===== src/rtl/fifo_dac_spi_tx.sv =====
// FIFO drain to DAC SPI transmitter.
// Pops one 16-bit word at a time and shifts it out MSB-first under an
// active-low chip select. All outputs come straight from flops.
module fifo_dac_spi_tx #(
  parameter int unsigned CLK_DIV = 2,
  parameter int unsigned CS_GAP  = 2
) (
  input  logic        clk,
  input  logic        rst_n,
  input  logic        enable_i,
  input  logic        fifo_empty_i,
  input  logic [15:0] fifo_data_i,
  output logic        fifo_rd_en_o,
  output logic        sclk_o,
  output logic        cs_n_o,
  output logic        mosi_o,
  output logic        busy_o,
  output logic        frame_done_o,
  output logic [15:0] frame_cnt_o
);

  localparam int unsigned DW = (CLK_DIV > 1) ? $clog2(CLK_DIV) : 1;
  localparam int unsigned GW = (CS_GAP > 1) ? $clog2(CS_GAP) : 1;
  localparam logic [DW-1:0] DIV_LAST = DW'(CLK_DIV - 1);
  localparam logic [GW-1:0] GAP_LAST = GW'(CS_GAP - 1);

  typedef enum logic [2:0] {IDLE, POP, LOAD, SHIFT, GAP} state_t;

  state_t        state, state_n;
  logic [15:0]   sreg, sreg_n;
  logic [DW-1:0] div_cnt, div_n;
  logic          half, half_n;   // 0: sclk-high half of a bit, 1: sclk-low half
  logic [3:0]    bit_cnt, bit_n;
  logic [GW-1:0] gap_cnt, gap_n;
  logic          start_ok;
  logic          rd_n, sclk_n, cs_n_n, mosi_n, busy_n, done_n;

  assign start_ok = enable_i & ~fifo_empty_i;

  // State register.
  always_ff @(posedge clk) begin
    if (!rst_n) state <= IDLE;
    else        state <= state_n;
  end

  // Next-state, counter and shift-register logic. Output flops are loaded
  // from the *next* state so each output lines up with the state it names.
  always_comb begin
    state_n = state;
    sreg_n  = sreg;
    div_n   = div_cnt;
    half_n  = half;
    bit_n   = bit_cnt;
    gap_n   = gap_cnt;
    case (state)
      IDLE: if (start_ok) state_n = POP;
      POP:  state_n = LOAD;
      LOAD: begin
        sreg_n  = fifo_data_i;
        div_n   = '0;
        half_n  = 1'b0;
        bit_n   = '0;
        state_n = SHIFT;
      end
      SHIFT: begin
        if (div_cnt == DIV_LAST) begin
          div_n = '0;
          if (!half) begin
            half_n = 1'b1;
          end else begin
            half_n = 1'b0;
            if (bit_cnt == 4'd15) begin
              state_n = GAP;
              gap_n   = '0;
            end else begin
              bit_n  = bit_cnt + 4'd1;
              sreg_n = {sreg[14:0], 1'b0};
            end
          end
        end else begin
          div_n = div_cnt + DW'(1);
        end
      end
      GAP: begin
        if (gap_cnt == GAP_LAST) state_n = start_ok ? POP : IDLE;
        else                     gap_n   = gap_cnt + GW'(1);
      end
      default: state_n = IDLE;
    endcase
    rd_n   = (state_n == POP);
    cs_n_n = (state_n != SHIFT);
    sclk_n = !((state_n == SHIFT) && half_n);
    mosi_n = (state_n == SHIFT) && sreg_n[15];
    busy_n = (state_n != IDLE);
    done_n = (state == SHIFT) && (state_n == GAP);
  end

  // Datapath and registered outputs.
  always_ff @(posedge clk) begin
    if (!rst_n) begin
      sreg         <= '0;
      div_cnt      <= '0;
      half         <= 1'b0;
      bit_cnt      <= '0;
      gap_cnt      <= '0;
      fifo_rd_en_o <= 1'b0;
      sclk_o       <= 1'b1;
      cs_n_o       <= 1'b1;
      mosi_o       <= 1'b0;
      busy_o       <= 1'b0;
      frame_done_o <= 1'b0;
      frame_cnt_o  <= '0;
    end else begin
      sreg         <= sreg_n;
      div_cnt      <= div_n;
      half         <= half_n;
      bit_cnt      <= bit_n;
      gap_cnt      <= gap_n;
      fifo_rd_en_o <= rd_n;
      sclk_o       <= sclk_n;
      cs_n_o       <= cs_n_n;
      mosi_o       <= mosi_n;
      busy_o       <= busy_n;
      frame_done_o <= done_n;
      if (done_n) frame_cnt_o <= frame_cnt_o + 16'd1;
    end
  end

endmodule


===== config.mk =====
export PLATFORM = sky130hd
export DESIGN_NAME = fifo_dac_spi_tx
export DESIGN_NICKNAME = d
export VERILOG_FILES = /design/src/rtl/fifo_dac_spi_tx.sv
export SDC_FILE = /design/constraint.sdc
export NUM_CORES = 1
export LEC_CHECK = 0
export ABC_AREA = 1
export BUFFER_PORTS_ARGS = -buffer_cell sky130_fd_sc_hd__buf_2
export CAP_MARGIN = 20
export CORE_MARGIN = 5
export CORE_UTILIZATION = 40
export CTS_CLUSTER_SIZE = 25
export DETAILED_ROUTE_END_ITERATION = 8
export PLACE_DENSITY_LB_ADDON = 0.12
export REMOVE_ABC_BUFFERS = 1
export SETUP_SLACK_MARGIN = 0.02
export SYNTH_ARGS = -nofsm -noshare
export SYNTH_HDL_FRONTEND = slang
export SYNTH_SLANG_ARGS = --single-unit

===== constraint.sdc =====
create_clock -name clk -period 1.7 [get_ports clk]
set_input_delay 0.255 -clock clk [delete_from_list [all_inputs] [get_ports clk]]
set_output_delay 0.255 -clock clk [all_outputs]
set_load 0.1 [all_outputs]

Yosys cells after proc, flatten, opt, wreduce, memory -nomap -nowiden
Index checks and enable logic that the tools add are counted.
- muxes and demuxes: 25
- $mul: 0
- magnitude comparators: 0
- shifts and indexed selects: 0
- add/subtract/negate cells: 4
- reduce and logical (&&, ||, !) cells: 10
- eq/ne operators: 13
- div/mod/pow operators: 0
- bitwise logic cells: 2
- operators with widths (cell ; count):
    2-to-1 mux 16 bit ; 3
    one-hot mux 16 bit (2 select lines) ; 1
    adder 16 x 1 -> 16 bit (second input constant) ; 1
    2-to-1 mux 3 bit ; 5
    one-hot mux 3 bit (5 select lines) ; 1
    2-to-1 mux 4 bit ; 3
    equality test 3 x 2 -> 1 bit (second input constant) ; 3
    2-to-1 mux 1 bit ; 8
    inequality test 2 bit (second input constant) ; 4
    one-hot mux 4 bit (2 select lines) ; 1
    AND reduction 4 bit ; 2
    equality test 3 x 1 -> 1 bit (second input constant) ; 2
    equality test 3 bit (second input constant) ; 2
    one-hot mux 1 bit (2 select lines) ; 3
    adder 4 x 1 -> 4 bit (second input constant) ; 1
    equality test 4 bit (second input constant) ; 1
    nonzero test 2 bit ; 2
    logical AND 1 bit ; 3
    zero test 3 bit ; 1
    inequality test 3 x 2 -> 1 bit (second input constant) ; 1
    nonzero test 3 bit ; 1
    adder 1 bit (second input constant) ; 2
    AND 1 bit ; 1
    zero test 1 bit ; 1
    NOT 1 bit ; 1
- memories: 0
- ROM bits: 0
- output and inout port bits: 22
- bits in latches: 0
- logic and storage cells: 68
- register bits after elaboration: 48
- bits in writable memories: 0

Logic depth before layout (Yosys ltp)
- depth after elaboration: 8
- depth in mapped cells: 10

Least setup slack after synthesis
OpenSTA, ideal clock, no wires.
- kind: reg2reg
- start: register frame_cnt_o[1]
- end: register frame_cnt_o[12]
- cell stages (with the launch flop): 9
- data arrival time: 1.893 ns
- path slack: -0.313 ns
- buffers on the path: 0
- data required time: 1.581 ns
- cells stage by stage: dfxtp_1 -> ha_1 -> nand2_1 -> inv_1 -> nand3_1 -> nor2_1 -> nand3_1 -> nand2_1 -> nor2_1
- word-level cells in the longest chain between the ends: 1
- ends and longest elaborated chain (what ; RTL line ; RTL):
    start, declared ; 19 ; output logic [15:0] frame_cnt_o
    start signal, assigned ; 125 ; if (done_n) frame_cnt_o <= frame_cnt_o + 16'd1;
    adder 16 x 1 -> 16 bit ; 125 ;
Every way passes these cells.
A chain may end at the register's enable or synchronous reset.

Worst setup path in the final report
- start: register bit_cnt[1]
- end: register frame_cnt_o[6]
- word-level cells in the longest chain between the ends: 7
- ends and longest elaborated chain (what ; RTL line ; RTL):
    start, declared ; 33 ; logic [3:0] bit_cnt, bit_n;
    start signal, assigned ; 117 ; bit_cnt <= bit_n;
    equality test 4 bit ; 72 ; if (bit_cnt == 4'd15) begin
    2-to-1 mux 3 bit ; 72 ;
    2-to-1 mux 3 bit ; 68 ; if (!half) begin
    2-to-1 mux 3 bit ; 66 ; if (div_cnt == DIV_LAST) begin
    one-hot mux 3 bit (5 select lines) ; 55 ; case (state)
    equality test 3 bit ; 95 ; done_n = (state == SHIFT) && (state_n == GAP);
    logical AND 1 bit ; 95 ;
Every way passes these cells.

==> key figures <==
GRT
  – Pin count of the biggest net entering global routing: 19
  – Gr ovfl total: 0
  – Vias in the first global route: 1867
  – Met3 Track Usage GR: 3.85%
  – GRT Overall Usage: 14.3%
  – First-pass GRT wire length: 8360 um
  – Gr busiest metal: met2
  – Met2 usage: 22.7%
  – Initial antenna violation count: 0
  – Met1 Usage GRT: 19.0%

Place
  – DP Wirelength: 3360 um
  – Dpl cell area: 2470 um^2
  – RePlAce Congestion: 0.762
  – Port bufs: 41

Pwr
  – PD cells: 823 nW/um^2
  – Pleak: 1.04 nW
  – VDD IR max: 0.469 mV

Die
  – Die Ht: 83.5 um
  – Row cnt: 26
  – Die area: 6960 um^2
  – Num ports: 42
  – Initial Util: 41.7%
  – DIE WIDTH: 83.5 um
  – Placeable Area: 5170 um^2

Synthesis
  – Synth Cell Area: 2160 um^2
  – Sequential share of the synthesized area: 44.5%
  – Ys Warns: 0
  – Mapped Cells: 301
  – Register bit total from synthesis: 48
  – Avg Cell Area, Syn: 7.17 um^2
  – Synth cell types: 26

Detailed routing
  – Drt pass-1 iters: 4
  – DRC viols: 0
  – Vias: 2021
  – WL/cell: 11.1 um
  – Initial drt markers: 107
  – WL final: 4690 um
  – Post-route ant nets: 0
  – DR vias/cell: 4.80

Critical path
  – Worst-path fanout max: 5
  – WP data required: 1.90 ns
  – Crit path max-delay family: simple AND/OR/NAND/NOR gates
  – Crit path largest cell delay: 0.36 ns
  – WP buf/inv: 1
  – Cell Chain, Critical Path: ha_2 > nand2_1 > nor2_2 > nand2_1 > nor2_4 > buf_4 > nand2_1 > xor2_1 > nor2_1
  – Worst Path Arrival: 1.72 ns
  – CP endpoint kind: flip-flop
  – Setup crit start kind: flip-flop
  – Cell repeated most along the worst path: nand2_1
  – Crit path kind: reg -> reg
  – Highest-delay cell along the critical path: dfxtp_1

STA
  – Max Slew Vio Count: 0
  – RSZ-0062 raised after global routing: false
  – Final Skew: 0.00849 ns
  – Worst Hold Margin: 0.210 ns
  – Period utilisation layout: 89.6%
  – Fmax: 657 MHz
  – Final hold viol count: 0
  – Worst slew pin tran: 0.488 ns
  – Number of setup violations in the final report: 0
  – Tmin final: 1.52 ns
  – Slew headroom: 67.7%

CTS
  – Root Driver: clkbuf_8
  – CTS tree: yes
  – H-tree Lvls: 2
  – Clock Pin Slew Worst Setup and Hold Paths: 0.09 ns
  – Hold buffer count at cts: 0
  – Clock Latency Late Sink: 0.30 ns
  – Clk buf depth: 2
  – Clock sinks: 48
  – Cts bufs inserted: 5

Cells and area
  – Area growth syn-to-layout: 20.1%
  – Final Cell Area: 2590 um^2
  – Nets@finish: 372
  – ANT cells: 0
  – Layout cell share with drive strength beyond 1: 20.8%

Status
  – Status: finished, final reports clean

Run
  – Max Cap Viol: 0

Hold path
  – Min-Delay Path Class: in -> reg
==> layout make-up <==
type | instances | area, um^2
Multi-Input combinational cell | 218 | 1040
Fill cell | 535 | 2580
Tap cell | 70 | 87.6
Inverter | 24 | 90.1
Timing Repair Buffer | 53 | 320
Sequential cell | 48 | 962
Clock inverter | 3 | 18.8
Clock buffer | 5 | 68.8
==> per-layer routing <==
metal | wire [um] | share of wire (%)
met3 | 219 | 4.7
met5 | 0 | 0
met1 | 2310 | 49
met2 | 2100 | 45
met4 | 66 | 1.4
==> registers in the layout, indices dropped and copies added, names as in the netlist <==
| signal | flops |
|---|---|
| half | 1 |
| mosi_o | 1 |
| state | 3 |
| gap_cnt | 1 |
| sreg | 16 |
| cs_n_o | 1 |
| frame_done_o | 1 |
| sclk_o | 1 |
| fifo_rd_en_o | 1 |
| frame_cnt_o | 16 |
| div_cnt | 1 |
| busy_o | 1 |
| bit_cnt | 4 |
==> Yosys cell counts (all sizes together) <==
library cell	n	area [um^2]
xnor2	2	17.5
and3	1	6.26
nor3b	1	7.51
nand4	5	31.3
a22oi	1	7.51
a21oi	17	85.1
a31oi	15	93.8
nand3	28	140
buf	5	46.3
ha	2	25.0
clkbuf	6	22.5
a211oi	1	7.51
inv	24	90.1
xor2	1	8.76
dfxtp	48	961
o21ai	8	40.0
nor2	43	199
nor3	5	25.0
nand2	87	337
nand3b	1	7.51
==> path summary, 6_finish.rpt <==
| kind | slack (ns) | endpoint | cells after the start | from |
|---|---|---|---|---|
| worst max-delay path | 0.18 | frame_cnt_o[6] | 9 | bit_cnt[1] |
| worst min register to register | 0.45 | bit_cnt[0] | 1 | bit_cnt[0] |
| worst max register to register | 0.18 | frame_cnt_o[6] | 9 | bit_cnt[1] |
| worst min-delay path | 0.21 | sreg[0] | 3 | fifo_data_i[0] |
==> worst min-delay path, delay by kind of cell <==
family / cells / cell delay [ns]
buffers and inverters: 1 / 0.09
and+or+nand+nor: 1 / 0.07
AOI/OAI and AO/OA: 1 / 0.06
==> logic make-up (layout without fill, tap and decap cells) <==
kind of cell | Yosys count | in the layout | share of synthesized area (%)
flops | 48 | 48 | 44.5
simple gates | 171 | 171 | 34.9
buf+inv | 35 | 85 | 7.36
xor+xnor | 3 | 3 | 1.22
compound gates | 42 | 42 | 10.8
fa+ha+maj | 2 | 2 | 1.16
==> where the power goes <==
part           internal [mW]  switching, mW
Combinational         0.0902          0.195
Sequential              1.16         0.0166
Clock                  0.287          0.382
Total                   1.54          0.593
==> per-stage QoR <==
stage               setup WS, ns  util (%)  setup TNS (ns)  std cells  total power, mW
global route             0.00897      50.1               0        421             2.25
detailed placement        0.0378      47.8               0        411             1.49
floorplan                 -0.313         -           -2.76        290             1.39
CTS                       0.0951      50.0               0        421             2.17
finish                     0.177      50.1               0        421             2.13
global placement           0.112      47.8               0        411             1.49
==> layout by cell type, fill, tap and decap left out, types with 5 or more instances in the layout <==
master	n
nor2_4	5
buf_4	10
nand3_1	28
nand2_1	85
clkbuf_8	5
nand4_1	5
nor3_1	5
o21ai_0	7
dfxtp_1	47
inv_1	22
nor2_1	37
a21oi_1	17
buf_2	41
a31oi_1	15
==> timing repair <==
action,in CTS,in global routing
setup buffers,2,0
pin swaps,1,1
setup endpoints to repair,1,10
gates resized for setup,0,4
No activity file was read; power rests on OpenSTA's default activity.
